[src/rtl/prescaler_mch_pkg.sv]
// Shared constants and types for the multi-channel prescaler.
package prescaler_mch_pkg;

    // Channel run modes, sampled on load
    localparam logic MODE_PERIODIC = 1'b0;
    localparam logic MODE_ONESHOT  = 1'b1;

    // Channel FSM state encodings
    localparam logic ST_IDLE = 1'b0;
    localparam logic ST_RUN  = 1'b1;

    typedef enum logic {
        StIdle = ST_IDLE,
        StRun  = ST_RUN
    } ch_state_e;

endpackage

[src/rtl/prescaler_mch_tick_chan.sv]
// One prescaler channel: divides the shared base tick by a runtime-loaded divisor,
// in periodic or one-shot mode.
module prescaler_mch_tick_chan
    import prescaler_mch_pkg::*;
#(
    parameter int unsigned CNT_W = 8
) (
    input  logic             clk,
    input  logic             rst,
    input  logic             tick,
    input  logic             load,
    input  logic [CNT_W-1:0] div,
    input  logic             mode,
    input  logic             stop,
    output logic             tc,
    output logic             busy
);

    ch_state_e        state_q;
    logic [CNT_W-1:0] cnt_q;
    logic [CNT_W-1:0] div_q;
    logic             mode_q;
    logic             cnt_zero;

    assign cnt_zero = (cnt_q == '0);

    // Terminal tick is suppressed whenever stop or load takes priority this cycle
    assign tc   = (state_q == StRun) & tick & cnt_zero & ~stop & ~load;
    assign busy = (state_q == StRun);

    // Channel FSM: priority rst > stop > load > base tick
    always_ff @(posedge clk) begin
        if (rst) begin
            state_q <= StIdle;
            cnt_q   <= '0;
            div_q   <= '0;
            mode_q  <= MODE_PERIODIC;
        end else if (stop) begin
            state_q <= StIdle;
        end else if (load) begin
            if (div != '0) begin
                div_q   <= div;
                mode_q  <= mode;
                cnt_q   <= div - CNT_W'(1);
                state_q <= StRun;
            end else begin
                // A zero divisor disables the channel
                state_q <= StIdle;
            end
        end else if (state_q == StRun && tick) begin
            if (!cnt_zero) begin
                cnt_q <= cnt_q - CNT_W'(1);
            end else if (mode_q == MODE_ONESHOT) begin
                state_q <= StIdle;
            end else begin
                cnt_q <= div_q - CNT_W'(1);
            end
        end
    end

endmodule

[src/rtl/prescaler_mch.sv]
// Multi-channel tick generator: a base prescaler divides clk by BASE_DIV and
// NCH independent channels divide the resulting base tick further.
module prescaler_mch
    import prescaler_mch_pkg::*;
#(
    parameter int unsigned BASE_DIV = 40000,
    parameter int unsigned BASE_W   = 16,
    parameter int unsigned NCH      = 4,
    parameter int unsigned CNT_W    = 8
) (
    input  logic               clk,
    input  logic               rst,
    input  logic               en,
    output logic               base_tc,
    input  logic [NCH-1:0]     ch_load,
    input  logic [NCH*CNT_W-1:0] ch_div,
    input  logic [NCH-1:0]     ch_mode,
    input  logic [NCH-1:0]     ch_stop,
    output logic [NCH-1:0]     ch_tc,
    output logic [NCH-1:0]     ch_busy
);

    localparam logic [BASE_W-1:0] BaseReload = BASE_W'(BASE_DIV - 1);

    logic [BASE_W-1:0] q;

    // Base down-counter; en=0 freezes it so channels pause without losing a tick
    always_ff @(posedge clk) begin
        if (rst) begin
            q <= BaseReload;
        end else if (en) begin
            if (q == '0) begin
                q <= BaseReload;
            end else begin
                q <= q - BASE_W'(1);
            end
        end
    end

    assign base_tc = en & (q == '0);

    for (genvar i = 0; i < NCH; i++) begin : g_ch
        prescaler_mch_tick_chan #(
            .CNT_W(CNT_W)
        ) u_chan (
            .clk  (clk),
            .rst  (rst),
            .tick (base_tc),
            .load (ch_load[i]),
            .div  (ch_div[i*CNT_W +: CNT_W]),
            .mode (ch_mode[i]),
            .stop (ch_stop[i]),
            .tc   (ch_tc[i]),
            .busy (ch_busy[i])
        );
    end

endmodule

[config.mk]
export PLATFORM = sky130hd
export DESIGN_NAME = prescaler_mch
export DESIGN_NICKNAME = d
export VERILOG_FILES = /design/src/rtl/prescaler_mch_pkg.sv /design/src/rtl/prescaler_mch_tick_chan.sv /design/src/rtl/prescaler_mch.sv
export SDC_FILE = /design/constraint.sdc
export NUM_CORES = 1
export LEC_CHECK = 0
export BUFFER_PORTS_ARGS = -buffer_cell sky130_fd_sc_hd__buf_2
export CAP_MARGIN = 20
export CORE_MARGIN = 3
export CORE_UTILIZATION = 45
export CTS_CLUSTER_DIAMETER = 150
export DETAILED_ROUTE_END_ITERATION = 10
export SETUP_SLACK_MARGIN = 0.3
export SLEW_MARGIN = 30
export SYNTH_ARGS = -nofsm -noshare
export SYNTH_HDL_FRONTEND = slang
export SYNTH_SLANG_ARGS = --single-unit
[constraint.sdc]
create_clock -name clk -period 4.2 [get_ports clk]
set_input_delay 0.63 -clock clk [delete_from_list [all_inputs] [get_ports clk]]
set_output_delay 0.63 -clock clk [all_outputs]
set_load 0.1 [all_outputs]
==> qor.csv <==
stage;metric;value;unit
power_and_ir_drop;power.total;0.00206;W
synthesis;synth_commonest_cells;88 x dfxtp_1, 70 x nor2_1, 52 x nand2_1, 33 x mux2i_1, 22 x a211oi_1;
synthesis;synth.distinct_cells;52;
sta;skew;7.67;ps
sta;setup_viol_count_final;0;
sta;period_needed;3390;ps
power_and_ir_drop;p_clk_share;35.9;%
synthesis;netlist_area;5040;µm²
clock_tree;cts_resized;0;
place;gp_congestion;0.868;
clock_tree;clockBufferDepth;2;
finish;nFillCells;1035;
finish;final_nets;664;
synthesis;synthCells;577;
synthesis;synth_ff_type;dfxtp_1;
synthesis;async_flop_share;0;%
sta;setup_ws;813;ps
synthesis;synth-seq-cells;88;
grt;grt_overflow;0;
floorplan;start_util;46.3;%
power_and_ir_drop;p_sw_share;28.9;%
power_and_ir_drop;p_leak;2.15;nW
clock_tree;cts_tree;yes;
clock_tree;cts_hold_buffers;0;
grt;antenna_found_initial;0;
floorplan;fp.coreArea;10900;µm²
routing;wl;12.2;mm
synthesis;synth.most_common_cell;dfxtp_1;
run_status;status;finished clean;
critical_path;crit_path_start_kind;flop;
grt;globalRouteTotalUtil;20.2;%
synthesis;ys_warn_count;0;
grt;grt_max_degree;40;
sta;rsz0062_at_grt;no;
sta;fmax;0.295;GHz
synthesis;yosys.area.top_type;dfxtp_1;
finish;layout.cells.non_filler;756;
sta;slew_violations;0;
place;portBuffers;55;
critical_path;slowest_delay;630;ps
power_and_ir_drop;seq_power_share;45.2;%
place;hpwl;8.87;mm
finish;fin_area;5610;µm²
synthesis;syn_avg_cell_area;8.74;µm²
critical_path;worstPathCellList;or4_1 > nor2_2 > nand2_1 > nor3_1 > buf_2;
routing;vias;4471;
synthesis;synth_nets;630;
clock_tree;cts_sinks;88;
grt;grt_first_pass_wirelength;21.1;mm
routing;remaining_drc_errors;0;
routing;ant_nets;0;
sta;finalSetupTns;0;ps
sta;slew_headroom;44.2;%
clock_tree;clkLatencyLatePin;370;ps
floorplan;chipWidth;112;µm
power_and_ir_drop;powerDensity;367;nW/µm²
synthesis;synth_area_leaders;dfxtp_1 35%, mux2i_1 6.6%, nor2_1 5.2%;
place;placed_cells;740;
place;pre_cts_ws;1060;ps
sta;tightest_slew;837;ps
finish;multi_input_area;3060;µm²
power_and_ir_drop;combPwrFrac;19.0;%
sta;fin_crit_sh;80.6;%
power_and_ir_drop;max-vdd-ir-drop;0.226;mV
routing;wire_per_inst;16.1;µm
synthesis;ys_seq_area_share;34.9;%
floorplan;die_h;112;µm
floorplan;rows;38;
clock_tree;htreeDepth;3;
grt;first_global_vias;4328;
finish;n_antenna_cell;0;
finish;regArea;1760;µm²
sta;hold_viol;0;
synthesis;synth_edf_count;0;
critical_path;crit_required;3570;ps
routing;drt_first_pass_iters;7;
critical_path;critPathMaxFanout;10;
finish;drive_gt1_share;18.3;%
clock_tree;root_buffer;clkbuf_8;
critical_path;critPathSlowestCell;or4_1;
floorplan;floorplan.die_area;12500;µm²
power_and_ir_drop;netSwitchingPower;0.000594;W
clock_tree;cts_buffers;9;
routing;drt_iter0_drc;270;
floorplan;io_pins;56;
hold_path;worstHoldPathType;in -> reg;
critical_path;cp.arrival;2760;ps
clock_tree;post_cts_buffers;0;
clock_tree;cts.reportedPaths.clkPinSlew;90;ps
routing;routed_via_density;5.91;
critical_path;path_class;reg -> out;
power_and_ir_drop;internal_power;0.00146;W
place;placed_area;5340;µm²
critical_path;endpoint_kind;output port;
finish;synthToLayoutAreaGrowth;11.2;%
synthesis;yosysTopAreaCellShare;34.9;%
flow_run;maxCapViolCount;0;
-- flip-flops by register name, summed over array words and instances, names as in the netlist --
name,cells
g_ch.u_chan.busy,4
g_ch.u_chan.cnt_q,32
g_ch.u_chan.div_q,32
g_ch.u_chan.mode_q,4
q,16
-- cell usage in the layout (no fill, tap or decap), types with 16 or more instances in the layout --
cell | synthesis | final
dfxtp_1 | 88 | 88
nor2_1 | 70 | 70
buf_2 | 7 | 55
nand2_1 | 52 | 52
mux2i_1 | 33 | 33
nand2b_1 | 20 | 20
a21oi_1 | 20 | 20
nor4b_1 | 18 | 18
a211oi_1 | 22 | 18
a211o_1 | 16 | 16
a311oi_1 | 16 | 16
-- kinds of logic (layout without fill, tap and decap cells) --
logic type                 Yosys count  count (layout)  synth area share [%]
xor gates and xnor gates            22              22                  3.82
adders and majority gates            6               6                  1.49
AOI/OAI and AO/OA                  148             148                  23.6
buffers and inverters               50              89                  5.01
muxes                               33              33                  6.55
DFF                                 88              88                  34.9
and+or+nand+nor                    230             230                  24.6
-- cell type report --
cell class,count,area share (%)
Timing Repair Buffer,58,5.31
Multi-Input combinational cell,439,54.6
Sequential cell,88,31.4
Clock buffer,11,2.70
Tap cell,140,3.12
Clock inverter,5,1.83
Inverter,15,1.00
-- per-layer routing --
metal  part of all wire (%)  track usage, %  vias up
met1                     49            27.7     2127
met3                    3.0            3.37       14
li1                       -               -     2252
met2                     47            32.3       78
met4                    1.6            7.30        0
met5                      0               0        -
-- worst paths after layout --
kind                     start                               end  slack (ps)  cells after the start
max          q[7]$_SDFFE_PP0P_                          ch_tc[0]         810                      5
min                 ch_stop[0]  g_ch[0].u_chan.busy$_SDFFE_PP0P_         460                      2
max reg2reg  q[7]$_SDFFE_PP0P_  g_ch[1].u_chan.busy$_SDFFE_PP0P_        1850                      5
min reg2reg  q[6]$_SDFFE_PP0P_                 q[6]$_SDFFE_PP0P_         490                      2
-- critical path: cells and delay by family (launching register included) --
kind                   cells  cell delay [ps]
flip-flops                 1              360
AND/OR/NAND/NOR            4             1580
buffers and inverters      1              460
-- power by group through the flow --
stage	clock, W	combinational, W	sequential [W]
6_report	0.000738	0.000390	0.000929
5_1_grt	0.000798	0.000435	0.000936
4_1_cts	0.000759	0.000389	0.000928
3_5_place_dp	0	0.000386	0.000948
3_3_place_gp	0	0.000383	0.000946
2_1_floorplan	0	0.000300	0.000932
-- metrics by stage --
step	util [%]	hold WS (ps)
after floorplan	-	448
after global placement	49.0	464
after detailed placement	49.0	470
after CTS	51.4	433
after global routing	51.5	447
final	51.5	462
Power figures use the tool's default switching activity.
